## src/rtl/ahblite_pkg.sv

```systemverilog
// ahblite_pkg: shared AHB-Lite encodings and default-slave state type
package ahblite_pkg;
  localparam logic [1:0] HTRANS_IDLE   = 2'b00;
  localparam logic [1:0] HTRANS_BUSY   = 2'b01;
  localparam logic [1:0] HTRANS_NONSEQ = 2'b10;
  localparam logic [1:0] HTRANS_SEQ    = 2'b11;
  localparam logic HRESP_OKAY  = 1'b0;
  localparam logic HRESP_ERROR = 1'b1;
  typedef enum logic [1:0] {DS_IDLE = 2'd0, DS_ERR1 = 2'd1, DS_ERR2 = 2'd2} ds_state_e;
endpackage

```

## src/rtl/ahblite_decode_mux_if.sv

```systemverilog
// ahblite_decode_mux_if: master-side address phase, slave responses and error log of the decoder
interface ahblite_decode_mux_if #(parameter int NPORT = 13);
  logic [31:0]         HADDR;
  logic [1:0]          HTRANS;
  logic [NPORT-1:0]    HSEL;
  logic [NPORT*32-1:0] S_HRDATA;
  logic [NPORT-1:0]    S_HREADYOUT;
  logic [NPORT-1:0]    S_HRESP;
  logic [31:0]         HRDATA;
  logic                HREADY;
  logic                HRESP;
  logic                ERR_CLR;
  logic [7:0]          ERR_CNT;
  logic [31:0]         ERR_ADDR;
  modport slave (
    input  HADDR, HTRANS, S_HRDATA, S_HREADYOUT, S_HRESP, ERR_CLR,
    output HSEL, HRDATA, HREADY, HRESP, ERR_CNT, ERR_ADDR
  );
  modport master (
    output HADDR, HTRANS, S_HRDATA, S_HREADYOUT, S_HRESP, ERR_CLR,
    input  HSEL, HRDATA, HREADY, HRESP, ERR_CNT, ERR_ADDR
  );
endinterface

```

## src/rtl/ahblite_default_slave.sv

```systemverilog
// ahblite_default_slave: two-cycle ERROR responder for unmapped transfers plus error log
module ahblite_default_slave import ahblite_pkg::*; (
    input  logic        clk,
    input  logic        rst,
    input  logic        hready,
    input  logic [1:0]  htrans,
    input  logic        hit,
    input  logic [31:0] haddr,
    input  logic        err_clr,
    output logic        ready,
    output logic        resp,
    output logic [7:0]  err_cnt,
    output logic [31:0] err_addr
);
    ds_state_e state, state_nxt;
    logic accept;
    assign accept = hready & htrans[1] & ~hit;
    always_ff @(posedge clk) begin
        if (rst) begin
            state    <= DS_IDLE;
            err_cnt  <= '0;
            err_addr <= '0;
        end else begin
            state <= state_nxt;
            if (accept) err_addr <= haddr;
            if (err_clr | accept) err_cnt <= err_clr ? {7'b0, accept} : err_cnt + {7'b0, err_cnt != 8'hFF};
        end
    end
    always_comb begin
        state_nxt = DS_IDLE;
        ready     = 1'b1;
        resp      = HRESP_OKAY;
        case (state)
            DS_IDLE: state_nxt = accept ? DS_ERR1 : DS_IDLE;
            DS_ERR1: begin
                state_nxt = DS_ERR2;
                ready     = 1'b0;
                resp      = HRESP_ERROR;
            end
            DS_ERR2: begin
                state_nxt = accept ? DS_ERR1 : DS_IDLE;
                resp      = HRESP_ERROR;
            end
            default: state_nxt = DS_IDLE;
        endcase
    end
endmodule

```

## src/rtl/ahblite_decode_mux.sv

```systemverilog
// ahblite_decode_mux: HADDR[31:16] base/mask decoder with registered data-phase response mux
module ahblite_decode_mux import ahblite_pkg::*; #(
    parameter int                  NPORT   = 13,
    parameter logic [NPORT-1:0]    PORT_EN = {NPORT{1'b1}},
    parameter logic [NPORT*16-1:0] BASE    = '0,
    parameter logic [NPORT*16-1:0] MASK    = '0
) (
    input logic HCLK,
    input logic HRESET,
    ahblite_decode_mux_if.slave bus
);
    localparam int IW = NPORT > 1 ? $clog2(NPORT) : 1;
    logic [NPORT-1:0] match;
    logic [31:0]      rdata [NPORT];
    logic [IW-1:0]    idx, sel_idx;
    logic             sel_vld, ds_ready, ds_resp;
    genvar i;
    for (i = 0; i < NPORT; i++) begin : g_dec
        assign match[i] = PORT_EN[i] & ((bus.HADDR[31:16] & MASK[16*i+:16]) == (BASE[16*i+:16] & MASK[16*i+:16]));
        assign rdata[i] = bus.S_HRDATA[32*i+:32];
    end
    // isolating the lowest set bit makes overlapping windows resolve to the lowest index
    assign bus.HSEL = match & (~match + NPORT'(1));
    always_comb begin
        idx = '0;
        for (int k = NPORT - 1; k >= 0; k--) if (match[k]) idx = IW'(k);
    end
    always_ff @(posedge HCLK) begin
        if (HRESET) begin
            sel_vld <= 1'b0;
            sel_idx <= '0;
        end else if (bus.HREADY) begin
            sel_vld <= |match;
            sel_idx <= idx;
        end
    end
    assign bus.HRDATA = sel_vld ? rdata[sel_idx] : 32'h0;
    assign bus.HREADY = sel_vld ? bus.S_HREADYOUT[sel_idx] : ds_ready;
    assign bus.HRESP  = sel_vld ? bus.S_HRESP[sel_idx] : ds_resp;
    ahblite_default_slave u_ds (
        .clk     (HCLK),
        .rst     (HRESET),
        .hready  (bus.HREADY),
        .htrans  (bus.HTRANS),
        .hit     (|match),
        .haddr   (bus.HADDR),
        .err_clr (bus.ERR_CLR),
        .ready   (ds_ready),
        .resp    (ds_resp),
        .err_cnt (bus.ERR_CNT),
        .err_addr(bus.ERR_ADDR)
    );
endmodule

```

## src/flat_wrapper.sv

```systemverilog
// flat-port wrapper written by rule: the top's interface ports become plain ports
module ahblite_decode_mux_flat import ahblite_pkg::*;
#(
    parameter int                  NPORT   = 13,
    parameter logic [NPORT-1:0]    PORT_EN = {NPORT{1'b1}},
    parameter logic [NPORT*16-1:0] BASE    = '0,
    parameter logic [NPORT*16-1:0] MASK    = '0
)
  (HCLK, HRESET, bus_HADDR, bus_HTRANS, bus_S_HRDATA, bus_S_HREADYOUT, bus_S_HRESP, bus_ERR_CLR, bus_HSEL, bus_HRDATA, bus_HREADY, bus_HRESP, bus_ERR_CNT, bus_ERR_ADDR);
  ahblite_decode_mux_if #(.NPORT(NPORT)) bus_i ();
  input logic HCLK;
  input logic HRESET;
  input wire logic [$bits(bus_i.HADDR)-1:0] bus_HADDR;
  input wire logic [$bits(bus_i.HTRANS)-1:0] bus_HTRANS;
  input wire logic [$bits(bus_i.S_HRDATA)-1:0] bus_S_HRDATA;
  input wire logic [$bits(bus_i.S_HREADYOUT)-1:0] bus_S_HREADYOUT;
  input wire logic [$bits(bus_i.S_HRESP)-1:0] bus_S_HRESP;
  input wire logic [$bits(bus_i.ERR_CLR)-1:0] bus_ERR_CLR;
  output wire logic [$bits(bus_i.HSEL)-1:0] bus_HSEL;
  output wire logic [$bits(bus_i.HRDATA)-1:0] bus_HRDATA;
  output wire logic [$bits(bus_i.HREADY)-1:0] bus_HREADY;
  output wire logic [$bits(bus_i.HRESP)-1:0] bus_HRESP;
  output wire logic [$bits(bus_i.ERR_CNT)-1:0] bus_ERR_CNT;
  output wire logic [$bits(bus_i.ERR_ADDR)-1:0] bus_ERR_ADDR;
  assign bus_i.HADDR = bus_HADDR;
  assign bus_i.HTRANS = bus_HTRANS;
  assign bus_i.S_HRDATA = bus_S_HRDATA;
  assign bus_i.S_HREADYOUT = bus_S_HREADYOUT;
  assign bus_i.S_HRESP = bus_S_HRESP;
  assign bus_i.ERR_CLR = bus_ERR_CLR;
  assign bus_HSEL = bus_i.HSEL;
  assign bus_HRDATA = bus_i.HRDATA;
  assign bus_HREADY = bus_i.HREADY;
  assign bus_HRESP = bus_i.HRESP;
  assign bus_ERR_CNT = bus_i.ERR_CNT;
  assign bus_ERR_ADDR = bus_i.ERR_ADDR;
  ahblite_decode_mux #(.NPORT(NPORT), .PORT_EN(PORT_EN), .BASE(BASE), .MASK(MASK)) u_core (.HCLK(HCLK), .HRESET(HRESET), .bus(bus_i));
endmodule
```

## config.mk

```make
export PLATFORM = sky130hd
export DESIGN_NAME = ahblite_decode_mux_flat
export DESIGN_NICKNAME = d
export VERILOG_FILES = /design/src/rtl/ahblite_pkg.sv /design/src/rtl/ahblite_decode_mux_if.sv /design/src/rtl/ahblite_default_slave.sv /design/src/rtl/ahblite_decode_mux.sv /design/src/flat_wrapper.sv
export SDC_FILE = /design/constraint.sdc
export NUM_CORES = 1
export LEC_CHECK = 0
export BUFFER_PORTS_ARGS = -buffer_cell sky130_fd_sc_hd__buf_2
export CAP_MARGIN = 20
export CORE_AREA = 5 5 216 218
export CTS_CLUSTER_DIAMETER = 30
export DETAILED_ROUTE_END_ITERATION = 10
export DIE_AREA = 0 0 221 223
export SLEW_MARGIN = 20
export SYNTH_ARGS = -nofsm -noshare
export SYNTH_HDL_FRONTEND = slang
export SYNTH_SLANG_ARGS = --single-unit
```

## constraint.sdc

```tcl
create_clock -name HCLK -period 2.35 [get_ports HCLK]
set_input_delay 0.47 -clock HCLK [delete_from_list [all_inputs] [get_ports HCLK]]
set_output_delay 0.47 -clock HCLK [all_outputs]
set_load 0.05 [all_outputs]
```

# Word level (Yosys, flattened, before mapping)
# Cells that the tools add are included.
# classes
reduce_logical,1
n_eq_ne,2
muxes,6
# ops
operator,count
two-way mux 32 bit,1
two-way mux 1 bit,4
== test 2 x 1 -> 1 bit (second input constant),1
== test 2 bit (second input constant),1
two-way mux 2 bit,1
OR reduction 2 bit,1
# word_totals
reg_bits,3
input_bits,479
output_inout_bits,87
wordCells,11

# Longest topological paths before layout
# Gate-level depths: netlist of the first run.
# depth
word_depth,4
depth_mapped,2
depth_no_buf,1

# By module
# A second synthesis of the first run with hierarchy kept.
# unflattened
cells_unflattened,252
hier_area_um2,2033.2
# modules_own_cells
module,cells_each,area_per_inst_um2,seq_area_each_um2,n_inst
ahblite_default_slave,198,1620.3,840.8,1
ahblite_decode_mux,54,412.9,20.0,1

# Least setup slack after synthesis of the first run
# No wires, ideal clock.
# synth_path
kind,input-to-output
start,input port bus_S_HREADYOUT[0]
end,output port bus_HREADY
path_slack_ps,1017
n_path_buf,0
path_stages,1
t_required_ps,1880
t_arrival_ps,863
path_cell_list,or2b_1
# synth_between
elab_chain_cells,1
# synth_lines
item,line_no,rtl
start: declaration,flat_wrapper.sv:16,input wire logic [$bits(bus_i.S_HREADYOUT)-1:0] bus_S_HREADYOUT;
two-way mux 1 bit,ahblite_decode_mux.sv:38,assign bus.HREADY = sel_vld ? bus.S_HREADYOUT[sel_idx] : ds_ready;
end: declaration,flat_wrapper.sv:21,output wire logic [$bits(bus_i.HREADY)-1:0] bus_HREADY;
# No other way between the ends.

# Final worst setup path of the first run
# layout_path
start,register u_core.sel_vld
end,output port bus_HREADY
# layout_between
elab_chain_cells,1
# layout_lines
item,line_no,rtl
start: declaration,ahblite_decode_mux.sv:16,"logic sel_vld, ds_ready, ds_resp;"
start signal: assignment,ahblite_decode_mux.sv:33,sel_vld <= |match;
two-way mux 1 bit,ahblite_decode_mux.sv:38,
# No other way between the ends.

==> run metrics, run 1 <==
Total GRT Usage=0.0112; Distinct cells, synth=7; Synth area leaders=buf_4 (57%), and2_2 (35%), dfxtp_1 (2.9%); DP Area=1580 µm²; max-cap violation count=0; # IOs=566; hold path start=HRESET; DRC Markers=0; Final Setup Violations=0; Storage cell area=20.0 µm²; TritonRoute pass-1 iters=4; clk slew on worst S/H paths=0 ns; Final Routed Wirelength=about 3300 µm; CP endpoint kind=output port; count leader, synth=buf_4; setup total negative slack=0 ns; Fmax=615 MHz; GPL Wtd Cong=0.638; gr ovfl total=0; CP max-delay cell=dfxtp_1; post-synth top area cell=buf_4; fin nets=between 600 and 700; overall via count from detail_route=670; fraction of registers with async set/reset=0; Critical Path RT=roughly 1.9 ns; Mapped Cells=between 90 and 100; run status=finished clean; hold buffers post-CTS=0; CTS resizes=0; startpoint types=register; first-pass GRT wire length=slightly below 4000 µm; Setup Fix Bufs, Post-CTS=0; chip width=221 µm; Core Rows=78; Worst Hold End=u_core.sel_vld$_SDFFE_PP0P_; PD cells=258 nW/µm²; share of cells above drive strength 1=0.648; fill count=5388; EDFF count, synth=0; Commonest cells post-synth=buf_4 (53), and2_2 (33), clkbuf_2 (3); critical path class=reg2out; antenna-violating nets left=0; RSZ-0062 raised after global routing=no; CP top delay family=buffers and inverters; Multi-input gate area=454 µm²; Final Cell Area=1590 µm²; max reg flops=1; syn avg cell area=7.44 µm²; yosys warns=0; crit path cell chain=buf_4 -> or2b_1 -> buf_2; First DRT Iteration DRCs=7; PortBufs=69; Lkg Pwr=just over 0.6 nW; CP max FO=30; Seq cells post-synth=1; Std-Cell Core Area=44700 µm²; type of the most critical hold path=in2reg; VDD IR max=~0.11 mV; Largest stage delay, worst path=0.36 ns; biggest regs=u_core.sel_vld: 1 flops; final hold slack=0.623 ns; vias in the first global route=about 500; Final period util=0.692; Mapped Area=699 µm²; routed len/inst=4.38 µm; post-DR vias/cell=~0.88; Slew Viols, Final=0; Buf/Inv on CP=2; Starting Density=0.0156; Synth Flop Type=dfxtp_1; largest net degree at the start of global routing=30; die footprint=49300 µm²; HPWL Detailed=3180 µm; Chip Height=223 µm; P&R area growth vs syn=127%; Yosys top cell area share=0.569; Top reg by flops=u_core.sel_vld; initial antenna violation count=8; CP arrival=1.16 ns; Fin. Hold Viols=0; register area share after synthesis=0.0286; crit path time final=1.63 ns; worst hold stages=2
==> final cells by class <==
class | instances | share of cell area
multi-input combinational | 87 | 0.286
tap | 600 | 0.472
antenna | 3 | 0.00472
sequential | 1 | 0.0126
inverter | 1 | 0.00236
timing repair buffer | 70 | 0.222
==> cells in the final DEF (no fill, tap or decap), drive strengths merged <==
| cell | count |
|---|---|
| buf | 70 |
| conb | 53 |
| and2 | 33 |
| diode | 3 |
| or2b | 1 |
| inv | 1 |
| dfxtp | 1 |
==> routing by layer <==
layer  global-route usage  part of all wire  up-vias
met4                    0            0.0027        8
met3               0.0149              0.30        8
met2               0.0164              0.39       88
li1                     -                 -      306
met1               0.0101              0.29      260
met5                    0             0.015        -
==> where the power goes <==
| part | total (W) | internal [W] | switching, W |
|---|---|---|---|
| registers | 0.0000192 | 0.0000183 | 0.000000953 |
| logic | 0.000391 | 0.0000617 | 0.000329 |
| clock network | 0.0000000000789 | 0.0000000000789 | 0 |
==> through the flow <==
| stage | setup WS [ns] | total power, W | instances | utilization |
|---|---|---|---|---|
| 2_1_floorplan | 1.02 | 0.000416 | 145 | - |
| 3_3_place_gp | 0.642 | 0.000413 | 759 | 0.0354 |
| 3_5_place_dp | 0.621 | 0.000414 | 759 | 0.0354 |
| 4_1_cts | 0.637 | 0.000414 | 759 | 0.0354 |
| 5_1_grt | 0.578 | 0.000428 | 759 | 0.0354 |
| 6_report | 0.724 | 0.000410 | 762 | 0.0356 |
==> how the worst max path moves through the flow <==
stage | start | cells after the start | endpoint
finish | u_core.sel_vld$_SDFFE_PP0P_ | 3 | bus_HREADY
floorplan | bus_S_HREADYOUT[0] | 1 | bus_HREADY
global placement | u_core.sel_vld$_SDFFE_PP0P_ | 3 | bus_HRDATA[5]
CTS | u_core.sel_vld$_SDFFE_PP0P_ | 3 | bus_HRESP
global route | u_core.sel_vld$_SDFFE_PP0P_ | 3 | bus_HRDATA[5]
detailed placement | u_core.sel_vld$_SDFFE_PP0P_ | 3 | bus_HRESP
==> cell families (layout without fill, tap and decap cells) <==
| kind of cell | after synthesis | in the layout | synth area share |
|---|---|---|---|
| simple gates | 34 | 34 | 0.365 |
| other cells | 2 | 56 | 0.0107 |
| flops | 1 | 1 | 0.0286 |
| buf+inv | 57 | 71 | 0.596 |
Power figures use the tool's default switching activity.
==> inputs of run 2 (changes only) <==
Settings changed: ABC_AREA set to 1, CORE_AREA 5 5 216 218 to 5 5 219 221, DIE_AREA 0 0 221 223 to 0 0 224 226.
Clock period 2.35 ns to 1.3 ns, I/O delays scaled along.
==> run 2 against run 1 <==
  * Final cell count up 5.1%
  * Setup slack got worse by 0.60 ns
  * Synthesized area rose by 9.8%
  * Final area grew 9.4%
  * Sequential power up 83%
  * Critical path depth increased by 1
  * Sequential share of layout area is essentially flat
  * Wire length up 3.2%
  * Flip-flop and latch count did not move
  * Core utilization rose by 0.23 points
  * Power grew 96%
  * Global-route usage hardly changed
  * Critical endpoint is now bus_HRDATA[17]
  * Largest power group unchanged
==> run metrics, run 2 <==
Storage cell area=21.3 µm² (+6.2%); largest net degree at the start of global routing=28 (-6.7%); post-DR vias/cell=0.935 (+6.3%); PortBufs=69 (unchanged); type of the most critical hold path=in2reg; Chip Height=226 µm (+1.3%); chip width=224 µm (+1.4%); overall via count from detail_route=749 (+12%); Critical Path Source=u_core.sel_vld$_SDFFE_PP0P_; RSZ-0062 raised after global routing=no; setup total negative slack=0 ns (unchanged); hold buffers post-CTS=0 (unchanged); Starting Density=0.0167 (+0.00107); Critical Path Sink=bus_HRDATA[17]; Final WS setup=0.126 ns (-0.598 ns); # diodes=0 (-3); HPWL Detailed=3310 µm (+4.1%); yosys warns=0 (unchanged); max reg flops=1 (unchanged); Fin. Hold Viols=0 (unchanged); Final Cell Area=1740 µm² (+9.4%); # IOs=566 (unchanged); fraction of registers with async set/reset=0 (unchanged); Core Rows=79 (+1.3%); Synth area leaders=buf_4 (52%), inv_1 (13%), nand2_1 (12%); VDD IR max=0.203 mV (+76%); crit path time final=around 1.2 ns; Distinct cells, synth=10 (+3); Setup Fix Bufs, Post-CTS=0 (unchanged); most common cell after layout, fill and taps aside=buf_2; CP max FO=27 (-10%); register area share after synthesis=0.0261 (-0.00256); GPL Wtd Cong=0.549 (-14%); P&R area growth vs syn=126%; die footprint=50600 µm² (+2.7%); Yosys top cell area share=0.518 (-0.0510); Final Routed Wirelength=3440 µm (+3.2%); Seq cells post-synth=1 (unchanged); Synth Flop Type=dfxtp_1; Slew Viols, Final=0 (unchanged); Post-Layout Cell Count=801 (+5.1%); CP endpoint kind=output port; CTS resizes=0 (unchanged); count leader, synth=buf_4; share of cells above drive strength 1=0.464 (-0.184); Std-Cell Core Area=46000 µm² (+2.8%); Post-Place Setup Slack=0.0905 ns (-0.530 ns); Mapped Area=768 µm² (+9.8%); gr ovfl total=0 (unchanged); fill count=5460 (+1.3%); Final Setup Violations=0 (unchanged); Critical Path RT=1.04 ns (-0.84 ns); critical path class=reg2out; CP arrival=0.91 ns (-0.25 ns); vias in the first global route=548 (+9.4%); DRC Markers=0 (unchanged); Total GRT Usage=0.0112 (+0.0000120); max-cap violation count=0 (unchanged); post-synth top area cell=buf_4; run status=finished clean; syn avg cell area=5.96 µm² (-20%); startpoint types=register; Inst Count DP=801 (+5.5%); Final period util=0.903; clk slew on worst S/H paths=0 ns (unchanged); Top reg by flops=u_core.sel_vld; initial antenna violation count=8 (unchanged); first-pass GRT wire length=3970 µm (+2.1%); antenna-violating nets left=0 (unchanged); fin nets=675 (+5.5%); EDFF count, synth=0 (unchanged); Commonest cells post-synth=buf_4 (53), inv_1 (26), nand2_1 (25); most frequent cells in the layout=buf_2 (62), conb_1 (53), inv_1 (26); biggest regs=u_core.sel_vld: 1 flops; Fmax=~850 MHz; routed len/inst=4.30 µm (-1.8%); Mapped Cells=129 (+37%); Lkg Pwr=0.850 nW (+41%); DP Area=1740 µm² (+10%); Multi-input gate area=349 µm² (-23%); PD cells=462 nW/µm² (+79%); TritonRoute pass-1 iters=2 (-2); First DRT Iteration DRCs=8 (+1)
## run 2: cell count changes in the layout (fill, tap and decap cells not counted), moves of 3 or more
cell | previous run | this run
inv_2 | 0 | 9
nand2_1 | 0 | 25
and2_2 | 33 | 0
inv_1 | 1 | 26
diode_2 | 3 | 0
buf_12 | 0 | 8
nand2_2 | 0 | 9
buf_2 | 69 | 62
## run 2: power breakdown
group	total (W)	switching, W	internal (W)	leakage, nW
clock network	0	0	0	0
registers	0.0000351	0.00000175	0.0000334	0.00844
logic	0.000768	0.000631	0.000138	0.842
## run 2: logic make-up after synthesis
logic type / Yosys count / synth area share
buf+inv: 92 / 0.769
flops: 1 / 0.0261
other cells: 2 / 0.00978
simple gates: 34 / 0.195
## run 2: final cells by class
cell class                      instances  share of cell area
Tap cell                              607               0.437
Sequential cell                         1              0.0122
Multi-Input combinational cell         87               0.201
Timing Repair Buffer                   71               0.275
Inverter                               35              0.0755
## run 2: layer usage
layer | up-vias | global-route usage | wire length, µm
met3 | 14 | 0.0140 | 1090
li1 | 370 | - | -
met4 | 10 | 0 | 42
met2 | 90 | 0.0143 | 1110
met1 | 265 | 0.0124 | 1140
met5 | - | 0 | 67
## run 2: worst min path at each step
stage | startpoint | to | cells after the start
finish | HRESET | u_core.sel_vld$_SDFFE_PP0P_ | 2
floorplan | HRESET | u_core.sel_vld$_SDFFE_PP0P_ | 1
global route | HRESET | u_core.sel_vld$_SDFFE_PP0P_ | 2
global placement | HRESET | u_core.sel_vld$_SDFFE_PP0P_ | 2
detailed placement | HRESET | u_core.sel_vld$_SDFFE_PP0P_ | 2
CTS | HRESET | u_core.sel_vld$_SDFFE_PP0P_ | 2
## run 2: critical path: stages, from the launching register on
cell and delay, ns:
dfxtp_2 0.33, buf_12 0.19, nand2_1 0.07, inv_1 0.05, buf_2 0.25
## run 2: stage by stage
step | utilization | hold slack [ns] | total power [W]
after floorplan | - | 0.317 | 0.000770
after global placement | 0.0378 | 0.402 | 0.000808
after detailed placement | 0.0378 | 0.405 | 0.000810
after CTS | 0.0378 | 0.405 | 0.000811
after global routing | 0.0378 | 0.418 | 0.000848
final | 0.0378 | 0.403 | 0.000804
